$ cat config.mk
export PLATFORM = sky130hd
export DESIGN_NAME = dbg_av_write_buffer
export DESIGN_NICKNAME = d
export VERILOG_FILES = /design/src/rtl/dbg_av_write_buffer_pkg.sv /design/src/rtl/sync_fifo.sv /design/src/rtl/dbg_av_write_buffer.sv
export SDC_FILE = /design/constraint.sdc
export NUM_CORES = 1
export LEC_CHECK = 0
export BUFFER_PORTS_ARGS = -buffer_cell sky130_fd_sc_hd__buf_4
export CORE_ASPECT_RATIO = 0.75
export CORE_MARGIN = 2
export CORE_UTILIZATION = 45
export CTS_BUF_LIST = sky130_fd_sc_hd__clkbuf_16
export DETAILED_ROUTE_END_ITERATION = 10
export PLACE_DENSITY_LB_ADDON = 0.15
export REMOVE_ABC_BUFFERS = 1
export SYNTH_ARGS = -nofsm -noshare
export SYNTH_HDL_FRONTEND = slang
export SYNTH_SLANG_ARGS = --single-unit
$ cat constraint.sdc
create_clock -name sysclk -period 3.15 [get_ports sysclk]
set_clock_uncertainty 0.15 [all_clocks]
set_input_delay 0.1575 -clock sysclk [delete_from_list [all_inputs] [get_ports sysclk]]
set_output_delay 0.1575 -clock sysclk [all_outputs]
set_load 0.01 [all_outputs]
$ cat src/rtl/dbg_av_write_buffer_pkg.sv
// Shared types, default window constants and the window-decode helper for the
// debug Avalon-MM posted-write buffer.
package dbg_av_write_buffer_pkg;

  // Default buffer geometry and accepted address window.
  localparam int unsigned DbgWbufDepth = 4;
  localparam logic [15:0] DbgWbufBase  = 16'h0000;
  localparam logic [15:0] DbgWbufSpan  = 16'h1000;

  // One buffered write: rebased address in the upper half, data in the lower.
  typedef struct packed {
    logic [15:0] addr;
    logic [15:0] data;
  } wbuf_entry_t;

  // 17-bit compare so BASE+SPAN may reach 17'h10000 without wrapping.
  function automatic logic in_window(input logic [15:0] addr,
                                     input logic [15:0] base,
                                     input logic [15:0] span);
    logic [16:0] a;
    logic [16:0] lo;
    logic [16:0] hi;
    a  = {1'b0, addr};
    lo = {1'b0, base};
    hi = lo + {1'b0, span};
    return (a >= lo) && (a < hi);
  endfunction

endpackage

$ cat src/rtl/sync_fifo.sv
// Synchronous FIFO with a register-array store, wrapping pointers and an
// occupancy counter.
//   clk_i, rst_i       : clock, synchronous active-high reset
//   push_i, wdata_i    : write strobe and data (ignored when full)
//   pop_i, rdata_o     : read strobe (ignored when empty) and head entry
//   full_o, empty_o    : decoded from the occupancy counter
//   level_o            : current occupancy, 0..DEPTH
module sync_fifo #(
  parameter int unsigned WIDTH = 32,
  parameter int unsigned DEPTH = 4
) (
  input  logic                     clk_i,
  input  logic                     rst_i,
  input  logic                     push_i,
  input  logic [WIDTH-1:0]         wdata_i,
  input  logic                     pop_i,
  output logic [WIDTH-1:0]         rdata_o,
  output logic                     full_o,
  output logic                     empty_o,
  output logic [$clog2(DEPTH):0]   level_o
);

  localparam int unsigned PtrW = $clog2(DEPTH);
  localparam logic [PtrW:0] FullLevel = (PtrW + 1)'(DEPTH);

  logic [WIDTH-1:0] mem_q [DEPTH];
  logic [PtrW-1:0]  wptr_q, wptr_d;
  logic [PtrW-1:0]  rptr_q, rptr_d;
  logic [PtrW:0]    count_q, count_d;
  logic             do_push;
  logic             do_pop;

  assign full_o  = (count_q == FullLevel);
  assign empty_o = (count_q == '0);
  assign level_o = count_q;
  assign rdata_o = mem_q[rptr_q];

  assign do_push = push_i && !full_o;
  assign do_pop  = pop_i && !empty_o;

  // DEPTH is a power of two, so pointers wrap naturally at their width.
  always_comb begin
    wptr_d  = wptr_q;
    rptr_d  = rptr_q;
    count_d = count_q;
    if (do_push) wptr_d = wptr_q + PtrW'(1);
    if (do_pop)  rptr_d = rptr_q + PtrW'(1);
    case ({do_push, do_pop})
      2'b10:   count_d = count_q + (PtrW + 1)'(1);
      2'b01:   count_d = count_q - (PtrW + 1)'(1);
      default: count_d = count_q;
    endcase
  end

  always_ff @(posedge clk_i) begin
    if (rst_i) begin
      wptr_q  <= '0;
      rptr_q  <= '0;
      count_q <= '0;
    end else begin
      wptr_q  <= wptr_d;
      rptr_q  <= rptr_d;
      count_q <= count_d;
    end
  end

  // Storage needs no reset: entries are only visible once counted in.
  always_ff @(posedge clk_i) begin
    if (do_push) mem_q[wptr_q] <= wdata_i;
  end

endmodule

$ cat src/rtl/dbg_av_write_buffer.sv
// Posted-write buffer on the debug Avalon-MM master port. Single-word writes
// inside [BASE, BASE+SPAN) are rebased and queued; writes outside the window
// are accepted and discarded so the master never stalls on a bad address.
//   sysclk, sysreset                     : clock, synchronous active-high reset
//   av_address/writedata/write           : Avalon write request
//   av_waitrequest                       : backpressure, high while FIFO full
//   mem_addr/mem_data/mem_valid/mem_ready: drained write port (head entry)
//   level                                : FIFO occupancy
//   drop_count                           : saturating count of discarded writes
module dbg_av_write_buffer
  import dbg_av_write_buffer_pkg::*;
#(
  parameter int unsigned DEPTH = DbgWbufDepth,
  parameter logic [15:0] BASE  = DbgWbufBase,
  parameter logic [15:0] SPAN  = DbgWbufSpan
) (
  input  logic                   sysclk,
  input  logic                   sysreset,
  input  logic [15:0]            av_address,
  input  logic [15:0]            av_writedata,
  input  logic                   av_write,
  output logic                   av_waitrequest,
  output logic [15:0]            mem_addr,
  output logic [15:0]            mem_data,
  output logic                   mem_valid,
  input  logic                   mem_ready,
  output logic [$clog2(DEPTH):0] level,
  output logic [7:0]             drop_count
);

  logic        fifo_full;
  logic        fifo_empty;
  logic        accept;
  logic        win_hit;
  logic        push;
  logic        pop;
  wbuf_entry_t push_entry;
  wbuf_entry_t head_entry;
  logic [7:0]  drop_count_q, drop_count_d;

  // Waitrequest ignores the address: a full FIFO stalls every write.
  assign av_waitrequest = fifo_full;
  assign mem_valid      = !fifo_empty;

  assign accept  = av_write && !av_waitrequest;
  assign win_hit = in_window(av_address, BASE, SPAN);
  assign push    = accept && win_hit;
  assign pop     = mem_valid && mem_ready;

  // Cannot underflow: only used when the window test has passed.
  assign push_entry.addr = av_address - BASE;
  assign push_entry.data = av_writedata;

  assign mem_addr = head_entry.addr;
  assign mem_data = head_entry.data;

  always_comb begin
    drop_count_d = drop_count_q;
    if (accept && !win_hit && (drop_count_q != 8'hFF)) begin
      drop_count_d = drop_count_q + 8'd1;
    end
  end

  always_ff @(posedge sysclk) begin
    if (sysreset) drop_count_q <= 8'h00;
    else          drop_count_q <= drop_count_d;
  end

  assign drop_count = drop_count_q;

  sync_fifo #(
    .WIDTH ($bits(wbuf_entry_t)),
    .DEPTH (DEPTH)
  ) u_fifo (
    .clk_i   (sysclk),
    .rst_i   (sysreset),
    .push_i  (push),
    .wdata_i (push_entry),
    .pop_i   (pop),
    .rdata_o (head_entry),
    .full_o  (fifo_full),
    .empty_o (fifo_empty),
    .level_o (level)
  );

endmodule

-- Word level (Yosys, flattened, before mapping)
Memories as Yosys holds them, arrays and structs flattened. A register that Yosys moved wholly into a read port is not among the register bits.
Cells that the tools add are included.
Widths: inputs -> output; s select.
- flip-flop bits (word level): 15
- memory bits (writable): 128
- input bits: 36
- output and inout bits: 45
- word-level logic and storage cells: 32
- memories: 1
- memory list (memory ; depth ; bits a word ; rd ports ; clocked after Yosys merged registers in ; write ports ; line ; text):
    u_fifo.mem_q ; 4 ; 32 ; 1 ; 1 ; 1 ; sync_fifo.sv:26 ; logic [WIDTH-1:0] mem_q [DEPTH];
- add/sub/neg operators: 5
- order comparisons: 1
- eq/ne operators: 4
- mux-type cells: 5
- reductions and logical operators: 12
- operators by type and width (cell ; count):
    $lt 16x13->1 const B ; 1
    $add 8x1->8 const B ; 1
    $ne 8x8->1 const B ; 1
    $logic_and 1x1->1 ; 7
    $pmux 3 s2 ; 1
    $add 2x1->2 const B ; 2
    $mux 2 ; 2
    $add 3x1->3 const B ; 1
    $eq 3x3->1 const B ; 1
    $logic_not 1->1 ; 3
    $logic_not 3->1 ; 1
    $sub 3x1->3 const B ; 1
    $eq 2x1->1 const B ; 1
    $eq 2x2->1 const B ; 1
    $mux 1 ; 2
    $reduce_bool 2->1 ; 1

-- Longest topological paths before layout
- depth after elaboration: 7
- mapped depth: 10
- depth with buffers taken out: 9

-- Cells and area by module
A second synthesis with hierarchy kept.
- cell total of the unflattened synthesis: 271
- area, all modules: 5589.1 um^2
- by module, submodules not included (module ; instances ; cells an instance ; area an instance (um^2) ; seq. area each (um^2)):
    sync_fifo ; 1 ; 221 ; 5143.7 ; 4023.9
    dbg_av_write_buffer ; 1 ; 50 ; 445.4 ; 160.2

-- Least setup slack after synthesis
No wires, ideal clock.
- path kind: register -> register
- start: register u_fifo.count_q[2], in the netlist u_fifo.level_o[2]
- end: register u_fifo.count_q[2], in the netlist u_fifo.level_o[2]
- library setup time: 0.070 ns
- arrival time: 2.409 ns
- required time: 2.930 ns
- setup slack: 0.521 ns
- cell stages (with the launch flop): 11
- path buffers: 1
- period minus slack after synthesis: 2.629 ns
- cells stage by stage: dfxtp_1 -> or3b_4 -> and3_1 -> buf_6 -> inv_2 -> ha_1 -> inv_1 -> fa_1 -> xor2_1 -> or3_2 -> a21oi_1
- longest elaborated chain between the ends: 7
- elaborated cells on any way between the ends: 15
- classes of those cells: add/sub (2); eq/ne (3); mux (1); reduce/logical (9)
- RTL lines (element ; line ; text):
    start: declaration ; sync_fifo.sv:29 ; logic [PtrW:0] count_q, count_d;
    start signal: assignment ; sync_fifo.sv:63 ; count_q <= count_d;
    $eq 3x3->1 ; sync_fifo.sv:33 ; assign full_o = (count_q == FullLevel);
    $logic_not 1->1 ; sync_fifo.sv:38, dbg_av_write_buffer.sv:45 ;
    $logic_and 1x1->1 ; dbg_av_write_buffer.sv:45 ; assign accept = av_write && !av_waitrequest;
    $logic_and 1x1->1 ; dbg_av_write_buffer.sv:47 ; assign push = accept && win_hit;
    $logic_and 1x1->1 ; sync_fifo.sv:38 ; assign do_push = push_i && !full_o;
    $eq 2x1->1 or $eq 2x2->1 (tied branches) ; sync_fifo.sv:48 ; case ({do_push, do_pop})
    $pmux 3 s2 or $reduce_bool 2->1 (tied branches) ; - ;
Several ways; a longest one is shown, not always the timed one.
A chain may end at the register's enable or synchronous reset.

-- Worst setup path in the final report
Ends and elaborated chain as after synthesis.

==> impl_metrics.toml <==
[cts]
clkSinkCount = 145
insertion_delay_ps = 410
cts-resized-gates = 0
cts_buffers = 17
post_cts_buffers = 0
root_buffer = "clkbuf_16"
cts-htree-levels = 4
cts.clk_slew.worst_paths_ps = 60
cts_tree = "built"
clock_path_buffers = 2
cts_hold_buf = 33

[power]
vdd_drop_max_mv = 0.420
p_sw_mw = 0.857
p_sw_frac = 0.188
power.internal_mw = 3.70
p_comb_frac = 0.044
seqPwrFrac = 0.464
power_leakage_nw = 2.55
p_clk_frac = 0.492
powerDensity_nw_per_um2 = 621

[grt]
gr-total-overflow = 0
antenna_found_initial = 0
grt_pass1_vias = 2946
grt_max_degree = 33
grt_first_pass_wirelength_um = 16200
grt_util_all_layers = 0.166

[setup_path]
crit_type = "reg -> reg"
worst-r2r-setup-slack_ps = 460
required_ps = 3340
end_kind = "register"
startpoint_type = "register"
crit_arrival_ps = 2880
critPathMaxFanout = 7

[finish]
diodes = 0
area_growth_syn_to_layout_pct = 32.7
drive_gt1_frac = 0.399
fillers = 905
fin_util = 0.605
regArea_um2 = 4190
final_net_count = 441
multiInputGateArea_um2 = 1260

[routing]
drc = 0
ant_nets = 0
dr.pass1.iters = 4
totalWireLength_um = 10300
avgViaCountPerCell = 5.01
avgRoutedWirePerCell_um = 17.9
drt_iter0_markers = 219
vias = 2892

[sta]
hold_viol = 0
rsz0062_at_grt = "no"
drv_slew = 0
fin_setup_tns_ps = 0
period_minus_slack_ps = 2690
fin_crit_sh = 0.854
max_slew_margin = 0.405
tightest_slew_ps = 893
max_freq_mhz = 372
setup_viol = 0

[logic_synthesis]
synth_top_cell_by_area = "edfxtp_1"
syn_area_um2 = 5530
ys_seq_area_frac = 0.756
async_flop_share = 0
synth_edf_count = 128
ys_warn_count = 0
synth_cell_types = 37
synth_area_leaders = "edfxtp_1 (69%), mux4_2 (13%), dfxtp_1 (6.2%)"
synth_flop_cell = "edfxtp_1"
yosysTopAreaCellShare = 0.695
syn_avg_cell_area_um2 = 20.5
synth-seq-cells = 145
netlist_instances = 270

[placement]
portBuffers = 80
hpwl_um = 6010
routabilityCongestion = 0.752

[worst_hold_path]
hold_class = "in -> reg"

[flow_run]
drv_cap = 0

[floorplan]
die_w_um = 132
core_um2 = 12100
initial_utilization = 0.456
chipHeight_um = 100
design.die.area_um2 = 13200
ios = 81
std_cell_rows = 35

[outcome]
run_status = "finished, final reports clean"
==> placed cells by master, fill, tap and decap left out, types with 2 or more instances in the layout <==
cell	Yosys	layout
and2_2	0	4
buf_4	0	85
ha_1	6	6
dfxtp_2	0	2
bufinv_16	0	6
o211a_1	2	2
nor2_1	10	10
mux4_2	32	32
or3_2	2	2
dfxtp_1	17	15
nand4_1	2	2
nand2_1	7	7
or3_1	3	3
a21oi_1	6	6
clkbuf_16	0	17
or4_1	2	2
and3_1	3	3
o21ai_0	6	6
xor2_1	3	3
dlygate4sd3_1	0	33
clkinvlp_4	0	4
edfxtp_1	128	128
xnor2_1	2	2
nand3_1	3	3
inv_1	8	9
==> flip-flops by register name (all words and copies together) (netlist names), named ones only <==
register	count
u_fifo.level_o	3
u_fifo.wptr_q	2
drop_count	8
u_fifo.rptr_q	2
u_fifo.mem_q	128
==> power by group through the flow <==
stage	Sequential [mW]	Clock [mW]	Combinational, mW
after global routing	2.12	2.35	0.220
final	2.11	2.24	0.202
after detailed placement	2.16	0	0.171
after floorplan	2.16	0	0.0640
after CTS	2.11	2.28	0.205
after global placement	2.15	0	0.167
==> cell families after synthesis <==
| family | count (synthesis) | share of synthesized area |
|---|---|---|
| compound gates | 17 | 0.0192 |
| xor+xnor | 5 | 0.00792 |
| fa+ha+maj | 7 | 0.0172 |
| buf+inv | 19 | 0.0165 |
| flops | 145 | 0.756 |
| mux | 34 | 0.135 |
| simple gates | 43 | 0.0482 |
==> Yosys cell counts (4+ instances only) <==
| cell | n |
|---|---|
| and2_1 | 4 |
| mux4_2 | 32 |
| o21ai_0 | 6 |
| dfxtp_1 | 17 |
| nand2_1 | 7 |
| buf_2 | 4 |
| ha_1 | 6 |
| edfxtp_1 | 128 |
| inv_1 | 8 |
| a21oi_1 | 6 |
| nor2_1 | 10 |
==> final timing paths <==
path / from / cells after the start / end
hold reg to reg: u_fifo.wptr_q[1] / 2 / u_fifo.wptr_q[1]
hold / removal: mem_ready / 4 / u_fifo.rptr_q[0]
setup / recovery: u_fifo.level_o[2] / 9 / u_fifo.level_o[2]
setup reg to reg: u_fifo.level_o[2] / 9 / u_fifo.level_o[2]
==> stage by stage <==
stage          total power [mW]  hold WS (ps)  instances  worst slack, ps  instance area (um^2)
2_1_floorplan              2.22          69.9        260              563                  5480
3_3_place_gp               2.32           209        512              522                  6350
3_5_place_dp               2.33           211        512              470                  6350
4_1_cts                    4.60          44.7        577              448                  7340
5_1_grt                    4.69           107        577              277                  7340
6_report                   4.56          53.0        577              461                  7340
==> final cells by class <==
class / instances / share of cell area
sequential: 145 / 0.570
inverter: 9 / 0.00460
clock buffer: 17 / 0.0579
timing repair buffer: 119 / 0.135
multi-input combinational: 106 / 0.172
clock inverter: 15 / 0.0327
tap: 166 / 0.0283
==> critical path: stages (launching register included) <==
cell	delay, ps
dfxtp_1	400
or3b_4	430
and3_1	260
inv_2	80
ha_1	170
inv_1	60
fa_1	370
xor2_1	160
or3_2	400
a21oi_1	140
==> metal layers <==
metal	global-route usage	share of wire
met1	0.226	0.46
met5	0	0
met4	0.0602	0.010
met3	0.0495	0.054
met2	0.259	0.48
(Power assumes the default switching activity.)
